==> config.mk <==
export PLATFORM = sky130hd
export DESIGN_NAME = font_rom_arbiter
export DESIGN_NICKNAME = d
export VERILOG_FILES = /design/src/rtl/font_pkg.sv /design/src/rtl/font_rr_pick.sv /design/src/rtl/font_rom_arbiter.sv
export SDC_FILE = /design/constraint.sdc
export NUM_CORES = 1
export LEC_CHECK = 0
export BUFFER_PORTS_ARGS = -buffer_cell sky130_fd_sc_hd__buf_2
export CAP_MARGIN = 25
export CELL_PAD_IN_SITES_DETAIL_PLACEMENT = 0
export CELL_PAD_IN_SITES_GLOBAL_PLACEMENT = 1
export CORE_MARGIN = 2
export CORE_UTILIZATION = 34
export CTS_CLUSTER_DIAMETER = 30
export DETAILED_ROUTE_END_ITERATION = 7
export HOLD_SLACK_MARGIN = 0.12
export PLACE_DENSITY_LB_ADDON = 0.1
export SYNTH_ARGS = -nofsm -noshare
export SYNTH_HDL_FRONTEND = slang
export SYNTH_SLANG_ARGS = --single-unit
==> constraint.sdc <==
create_clock -name clk -period 2.8 [get_ports clk]
set_input_delay 0.14 -clock clk [delete_from_list [all_inputs] [get_ports clk]]
set_output_delay 0.14 -clock clk [all_outputs]
set_load 0.01 [all_outputs]
==> src/rtl/font_pkg.sv <==
// Shared font definitions: glyph geometry defaults, client-id width helper and response tag type.
// Used by the font ROM arbiter and the VGA controllers.
package font_pkg;

  // Id width that stays at least one bit even for a single- or two-entry space.
  function automatic int font_idw(input int n);
    return (n <= 2) ? 1 : $clog2(n);
  endfunction

  localparam int FNT_W_DEF         = 4;
  localparam int FNT_H_DEF         = 8;
  localparam int FNT_C_DEF         = 16;
  localparam int FNT_ADDR_SIZE_DEF = $clog2(FNT_H_DEF * FNT_C_DEF);
  localparam int FNT_N_REQ_DEF     = 3;
  localparam int IDW               = font_idw(FNT_N_REQ_DEF);

  typedef struct packed {
    logic           valid;
    logic [IDW-1:0] id;
  } font_tag_t;

endpackage

==> src/rtl/font_rr_pick.sv <==
// Masked priority picker for the low-priority font clients: first request at or above ptr wins,
// otherwise the lowest requesting index. Bit 0 (display fetch) is never picked here.
module font_rr_pick #(
  parameter int N_REQ = 3,
  parameter int ID_W  = 2
) (
  input  logic [N_REQ-1:0] req,
  input  logic [ID_W-1:0]  ptr,
  output logic [N_REQ-1:0] gnt
);

  logic [N_REQ-1:0] at_or_above;
  logic [N_REQ-1:0] low_req;
  logic [N_REQ-1:0] masked_req;

  generate
    for (genvar gi = 0; gi < N_REQ; gi++) begin : g_mask
      if (gi == 0) begin : g_disp
        assign at_or_above[gi] = 1'b0;
      end else begin : g_low
        assign at_or_above[gi] = (ID_W'(gi) >= ptr);
      end
    end
  endgenerate

  assign low_req    = req & ~N_REQ'(1);
  assign masked_req = low_req & at_or_above;

  // x & -x isolates the lowest set bit; fall back to the unmasked set when nothing sits above ptr.
  assign gnt = (|masked_req) ? (masked_req & (~masked_req + N_REQ'(1)))
                             : (low_req & (~low_req + N_REQ'(1)));

endmodule

==> src/rtl/font_rom_arbiter.sv <==
// Shares one synchronous font ROM among N_REQ clients; client 0 (display fetch) has absolute priority.
// Define FONT_ARB_RR_EN for round-robin among clients 1..N_REQ-1, otherwise lowest index wins.
module font_rom_arbiter
  import font_pkg::*;
#(
  parameter int N_REQ     = FNT_N_REQ_DEF,
  parameter int ADDR_SIZE = FNT_ADDR_SIZE_DEF,
  parameter int FNT_W     = FNT_W_DEF,
  parameter int ROM_LAT   = 1
) (
  input  logic                            clk,
  input  logic                            rst,
  input  logic [N_REQ-1:0]                req,
  input  logic [N_REQ-1:0][ADDR_SIZE-1:0] addr,
  output logic [N_REQ-1:0]                gnt,
  output logic [N_REQ-1:0]                rsp_valid,
  output logic [FNT_W-1:0]                rsp_data,
  output logic                            rom_clk,
  output logic [ADDR_SIZE-1:0]            rom_addr,
  input  logic [FNT_W-1:0]                rom_q
);

  localparam int ID_W  = font_idw(N_REQ);
  localparam int DEPTH = ROM_LAT + 1;

  typedef struct packed {
    logic            valid;
    logic [ID_W-1:0] id;
  } tag_t;

  logic [N_REQ-1:0]     low_req;
  logic [N_REQ-1:0]     low_gnt;
  logic [ID_W-1:0]      gnt_id;
  logic                 gnt_any;
  logic [ADDR_SIZE-1:0] rom_addr_reg;
  tag_t                 tag_pipe_reg [DEPTH];
  tag_t                 tag_tail;
  logic [N_REQ-1:0]     tail_onehot;
  logic [N_REQ-1:0]     rsp_valid_reg;
  logic [FNT_W-1:0]     rsp_data_reg;

  assign low_req = req & ~N_REQ'(1);

`ifdef FONT_ARB_RR_EN
  logic [ID_W-1:0] ptr_reg;
  logic [ID_W-1:0] ptr_next;

  font_rr_pick #(
    .N_REQ (N_REQ),
    .ID_W  (ID_W)
  ) u_rr_pick (
    .req (low_req),
    .ptr (ptr_reg),
    .gnt (low_gnt)
  );

  always_ff @(posedge clk) begin
    if (rst) begin
      ptr_reg <= ID_W'(1);
    end else begin
      ptr_reg <= ptr_next;
    end
  end

  // Pointer only moves on low-client grants and never wraps onto the display client.
  always_comb begin
    ptr_next = ptr_reg;
    if (gnt_any && !gnt[0]) begin
      ptr_next = (gnt_id == ID_W'(N_REQ - 1)) ? ID_W'(1) : gnt_id + ID_W'(1);
    end
  end
`else
  assign low_gnt = low_req & (~low_req + N_REQ'(1));
`endif

  always_comb begin
    gnt = '0;
    if (!rst) begin
      gnt = req[0] ? N_REQ'(1) : low_gnt;
    end
  end

  always_comb begin
    gnt_id = '0;
    for (int i = 0; i < N_REQ; i++) begin
      if (gnt[i]) begin
        gnt_id = ID_W'(i);
      end
    end
  end

  assign gnt_any = |gnt;

  // Tag pipeline tracks which client owns the ROM word arriving ROM_LAT cycles after rom_addr.
  always_ff @(posedge clk) begin
    if (rst) begin
      rom_addr_reg <= '0;
      for (int s = 0; s < DEPTH; s++) begin
        tag_pipe_reg[s] <= '0;
      end
    end else begin
      if (gnt_any) begin
        rom_addr_reg <= addr[gnt_id];
      end
      tag_pipe_reg[0] <= '{valid: gnt_any, id: gnt_id};
      for (int s = 1; s < DEPTH; s++) begin
        tag_pipe_reg[s] <= tag_pipe_reg[s-1];
      end
    end
  end

  assign tag_tail = tag_pipe_reg[DEPTH-1];

  generate
    for (genvar gi = 0; gi < N_REQ; gi++) begin : g_rsp_dec
      assign tail_onehot[gi] = tag_tail.valid && (tag_tail.id == ID_W'(gi));
    end
  endgenerate

  always_ff @(posedge clk) begin
    if (rst) begin
      rsp_valid_reg <= '0;
      rsp_data_reg  <= '0;
    end else begin
      rsp_valid_reg <= tail_onehot;
      if (tag_tail.valid) begin
        rsp_data_reg <= rom_q;
      end
    end
  end

  assign rsp_valid = rsp_valid_reg;
  assign rsp_data  = rsp_data_reg;
  assign rom_addr  = rom_addr_reg;
  assign rom_clk   = clk;

endmodule

==> flow_summary.ini, run 1 <==
[placement]
portBuffers = 47
place_congestion = 0.597
dp_slack_ps = 1150

[finish]
largest_reg_flops = 7
diodes = 0
final_nets = 183
area_delta_synth_final_pct = 58.7
fin_util_pct = 56.8
drive_gt1_share_pct = 40.8

[synthesis]
synth_edf_count = 0
syn_inst = 82
synth_top_area_share_pct = 45.1
yosys.area.top_type = dfxtp_1
synthArstFlopShare_pct = 0
synth.most_common_cell = dfxtp_1
netlist_area_sq_um = 887
ys_warn_count = 0
synth-xor-area-share_pct = 0
synthMuxAreaShare_pct = 12.4
ys_ff_latch = 20
ys_types = 19
seq_area_frac_synth_pct = 45.1
syn-num-nets = 112
synthAdderAreaFrac_pct = 0
synthTopCellsByCount = dfxtp_1 (20), mux2i_1 (11)
synth_compound_area_share_pct = 11.8
synth-simple-area-share_pct = 22.1
synth_top_family_by_area = simple AND/OR/NAND/NOR gates
synth_flop_cell = dfxtp_1
synthTopCellsByArea = dfxtp_1 (45%), mux2i_1 (12%), o221ai_2 (12%), nand3b_1 (5.9%), buf_6 (3.8%)
avgSynthCellArea_sq_um = 10.8

[power_and_ir_drop]
p_int_uw = 506
seqPwrFrac_pct = 45.2
switching_share_pct = 25.4
power.total_uw = 678
p_sw_uw = 172
p_comb_share_pct = 17.8
power.density_mw_per_mm2 = 482
clkPwrFrac_pct = 37.0
p_leak_nw = 0.672
vdd_drop_max_mv = 0.366

[timing]
worstMarginPinSlew_ps = 535
tns_ps = 0
finalCriticalPeriod_ps = 1990
layout_setup_ws_ps = 808
final_max_slew_viol_count = 0
rsz0062_at_grt = no
max_freq_mhz = 502
slew_headroom_pct = 64.3
clock_skew_ps = 12.4
fin_crit_sh_pct = 71.1
setup_violations = 0
finalHoldViolCount = 0

[detailed_routing]
via_per_inst = 4.66
drtIter0Drc = 2
routed_wl_um = 2130
drt-pass1-iter-count = 4
wl_per_cell_um = 11.7
num_vias = 849
ant_nets = 0
drc = 0

[global_routing]
grt_remaining_overflow = 0
first_global_vias = 735
grt_max_degree = 22
grt_first_pass_wirelength_um = 3050
antenna_found_initial = 0
grt_use_total_pct = 15.1

[floorplanning]
pin_count = 48
dieWidth_um = 55.1
core_sq_mm = 0.00248
fp.dieH_um = 55.1
start_util_pct = 35.8
rows = 18
fp.dieArea_sq_mm = 0.00303

[worst_setup_path]
endpoint_kind = flop
crit_path_cell_trace = dlygate4sd3_1, buf_2, nand3b_1, dlygate4sd3_1, o221ai_2, dlygate4sd3_1
crit_arrival_ps = 2310
slowest_stage = dlygate4sd3_1
worst_setup_path_start_kind = input pin
cp_max_fo = 21
critPathKind = input pin to flop
crit_path_max_incr_delay_ps = 570
cp_data_required_time_ps = 3120
reg2reg_slack_ps = 1340
crit_top_cell = dlygate4sd3_1

[run_status]
outcome = finished clean

[clock_tree]
clk_latency_ps = 410
cts_setup_buffers = 0
clkTransAtPathRegs_ps = 120
tritoncts = yes

[worst_hold_path]
hp-class = input pin to flop

[run]
cap_violations = 0
[cell type report]
| cell class | count | area (sq um) |
|---|---|---|
| flip-flops and latches | 20 | 400 |
| multi-input cells | 51 | 412 |
| clock buffers | 8 | 63.8 |
| repair buffers | 72 | 490 |
| inverters | 1 | 3.75 |
| well taps | 30 | 37.5 |
| fillers | 239 | 1070 |
[cells in the final DEF, fill, tap and decap left out, drive strengths merged]
cell	n
buf	47
clkbuf	7
dfxtp	20
dlygate4sd3	26
inv	1
mux2i	11
nand2	7
nand3b	7
nor2	7
nor2b	4
nor3	1
nor3b	2
nor4b	1
nor4bb	2
o221ai	7
or2	1
or3	1
[critical path: cells and delay by family]
kind / cells / cell delay, ps
buf+inv: 4 / 1940
simple gates: 1 / 150
compound gates: 1 / 80
[metrics by stage]
stage / cell area, sq um / instances / hold WS, ps
finish: 1410 / 182 / 145
global route: 1410 / 182 / 189
CTS: 1410 / 182 / 139
detailed placement: 1090 / 149 / 241
global placement: 1090 / 149 / 241
floorplan: 887 / 82 / 232
[final timing paths]
check,from,end,cells after the start
max,rst,rom_addr[3]$_SDFFE_PP0P_,6
min,req[0],tag_pipe_reg[0][2]$_SDFF_PP0_,3
max reg2reg,tag_pipe_reg[0][5]$_SDFF_PP0_,rsp_data[0]$_SDFFE_PP0P_,3
min reg2reg,tag_pipe_reg[0][4]$_SDFF_PP0_,rsp_valid[0]$_SDFF_PP0_,1
[per-layer routing]
metal  routed length (um)  share of wire (%)  vias up  global-route usage [%]
met2                 1030                 48       33                    22.6
met4                   42                2.0        0                    10.2
met3                  163                7.7        4                    5.91
met1                  888                 42      388                    17.6
met5                    0                  0        -                       0
li1                     -                  -      424                       -
[power by group through the flow]
stage | clock network (mW) | logic [mW] | registers, mW
6_report | 0.251 | 0.121 | 0.307
5_1_grt | 0.273 | 0.133 | 0.308
4_1_cts | 0.261 | 0.122 | 0.307
3_5_place_dp | 0.0216 | 0.0921 | 0.313
3_3_place_gp | 0.0216 | 0.0909 | 0.313
2_1_floorplan | 0.0294 | 0.0538 | 0.317
[logic make-up after synthesis]
kind of cell | count (synthesis)
simple gates | 33
flops | 20
mux | 11
buf+inv | 11
compound gates | 7
[timing repair]
action / 4_1_cts / 5_1_grt
hold endpoints to repair: 17 / 0
gates resized for setup: 0 / 0
hold buffers: 26 / 0
No activity file was read; power rests on OpenSTA's default activity.
==> run 2: changes to the inputs <==
ABC_AREA = 1   (was default)
CORE_UTILIZATION = 31   (was 34)
clock period = 1.9 ns   (was 2.8 ns; I/O delays follow)
==> run 2 against run 1 <==
  * Non-clock buffer count is 4 higher
  * Cell count grew 43%
  * Sequential cell count unchanged
  * Synthesized cell count increased by 71%
  * Critical path depth grew 2
  * Clock power rose by 86%
  * Worst setup slack worse by 580 ps
  * Synthesized area increased by 16%
  * Sequential power rose by 49%
  * Routed wire length increased by 22%
  * Final area rose by 16%
==> flow_summary.ini, run 2 <==
[synthesis]
seq_area_frac_synth_pct = 38.9
yosys.area.top_type = dfxtp_1
synthTopCellsByCount = inv_1 (30), nand2_1 (21), dfxtp_1 (20), nand3_1 (13), nor2_1 (12)
synthTopCellsByArea = dfxtp_1 (39%), inv_1 (11%), nand2_1 (7.7%), nand3_1 (6.3%), a21oi_2 (6.0%)
ys_ff_latch = 20
synth_top_area_share_pct = 38.9
ys_types = 22
syn-num-nets = 170
avgSynthCellArea_sq_um = 7.36
synth_edf_count = 0
synthArstFlopShare_pct = 0
syn_inst = 140
ys_warn_count = 0
synth.most_common_cell = inv_1
synth_flop_cell = dfxtp_1
netlist_area_sq_mm = 0.00103

[global_routing]
first_global_vias = 991
grt_max_degree = 18
antenna_found_initial = 0
grt_remaining_overflow = 0
grt_use_total_pct = 15.5
grt_first_pass_wirelength_um = 4150

[finish]
multi_input_area_sq_um = 458
regArea_sq_um = 400
largest_reg_flops = 7
fillers = 323
layoutNonFillerInstCount = 261
layout_common_cells = buf_2 (47), inv_1 (30), dlygate4sd3_1 (28)
area_delta_synth_final_pct = 59.2
final_common_cell = buf_2
drive_gt1_share_pct = 32.7
final_nets = 248
diodes = 0

[worst_setup_path]
r2r_start = tag_pipe_reg[0][5]$_SDFF_PP0_
cp_data_required_time_ps = 2270
crit_arrival_ps = 2040
endpoint_kind = flop
reg2regPathDepth = 2
critPathKind = input pin to flop
worst_setup_path_start_kind = input pin
endpoint = rom_addr[5]$_SDFFE_PP0P_
reg2reg_slack_ps = 1110
cp_max_fo = 17
worstReg2RegEnd = rsp_valid[2]$_SDFF_PP0_
startpoint = req[0]

[placement]
place_congestion = 0.718
post-dp-hpwl_um = 1750
dp.cells = 224
portBuffers = 47

[clock_tree]
clkTransAtPathRegs_ps = 120
tritoncts = yes
ctsResizeCount = 0
clk_latency_ps = 420

[detailed_routing]
drt-pass1-iter-count = 3
ant_nets = 0
via_per_inst = 4.15
num_vias = 1084
drc = 0
wl_per_cell_um = 9.90
drtIter0Drc = 28
routed_wl_um = 2590

[timing]
finalHoldViolCount = 0
setup_violations = 0
rsz0062_at_grt = no
fin_crit_sh_pct = 88.0
final_max_slew_viol_count = 0
slew_headroom_pct = 80.9
max_freq_mhz = 598
worstMarginPinSlew_ps = 286
clock_skew_ps = 5.32
tns_ps = 0
finalCriticalPeriod_ps = 1670

[run]
cap_violations = 0

[floorplanning]
dieWidth_um = 61.6
fp.dieArea_sq_mm = 0.00380
pin_count = 48
start_util_pct = 33.2
core_sq_mm = 0.00310
rows = 20
fp.dieH_um = 61.6

[power_and_ir_drop]
p_leak_nw = 0.907
power.density_mw_per_mm2 = 706
vdd_drop_max_mv = 0.391

[run_status]
outcome = finished clean

[worst_hold_path]
hp-class = input pin to flop
[run 2: what timing repair did]
action / in CTS / in global routing
setup endpoints to repair: 0 / 1
hold buffers: 27 / 1
endpoints found under the hold margin: 15 / 1
setup buffers: 0 / 2
[run 2: cell type report]
class | instances | area share [%]
clock buffer | 7 | 3.05
clock inverter | 1 | 1.83
inverter | 32 | 7.33
multi-input combinational | 81 | 27.9
sequential | 20 | 24.4
tap | 44 | 3.36
timing repair buffer | 76 | 32.1
[run 2: logic make-up (layout without fill, tap and decap cells)]
family	after synthesis	count (layout)	synth area share (%)
DFF	20	20	38.9
buffers and inverters	39	116	16.6
and+or+nand+nor	69	69	35.0
AOI/OAI and AO/OA	12	12	9.48
[run 2: layer usage]
layer	vias up	global-route usage, %	wire length (um)
met4	0	10.9	73
met5	-	0	0
li1	587	-	-
met3	5	3.36	130
met2	39	25.4	1270
met1	453	17.8	1110
[run 2: how the worst min path moves through the flow]
stage               slack (ps)    from  depth (start not counted)                       endpoint
floorplan                  170     rst                          1  tag_pipe_reg[0][3]$_SDFF_PP0_
global placement           200     clk                          1                        rom_clk
detailed placement         200     clk                          1                        rom_clk
CTS                        130  req[1]                          3  tag_pipe_reg[0][0]$_SDFF_PP0_
global route               160  req[1]                          3  tag_pipe_reg[0][0]$_SDFF_PP0_
finish                     140  req[1]                          3  tag_pipe_reg[0][0]$_SDFF_PP0_
[run 2: where the power goes]
part,leakage (nW),internal [mW],switching (mW)
clock network,0.0457,0.297,0.171
logic,0.696,0.118,0.113
registers,0.165,0.446,0.0110
total,0.907,0.861,0.295
[run 2: worst max-delay path, cell delays in order]
cell and delay [ps]:
dlygate4sd3_1 530, buf_2 160, nor2_4 230, nand2_4 190, nand2_2 100, nand3_2 50, dlygate4sd3_1 570, a21oi_2 120
[run 2: through the flow]
step | util [%] | total power [mW] | instance area (sq um) | hold slack [ps] | worst slack (ps)
global placement | 40.9 | 0.681 | 1270 | 196 | 594
finish | 52.8 | 1.16 | 1640 | 136 | 228
floorplan | - | 0.627 | 1030 | 166 | 736
CTS | 52.0 | 1.17 | 1610 | 134 | 49.6
global route | 52.8 | 1.23 | 1640 | 158 | 140
detailed placement | 40.9 | 0.684 | 1270 | 196 | 574
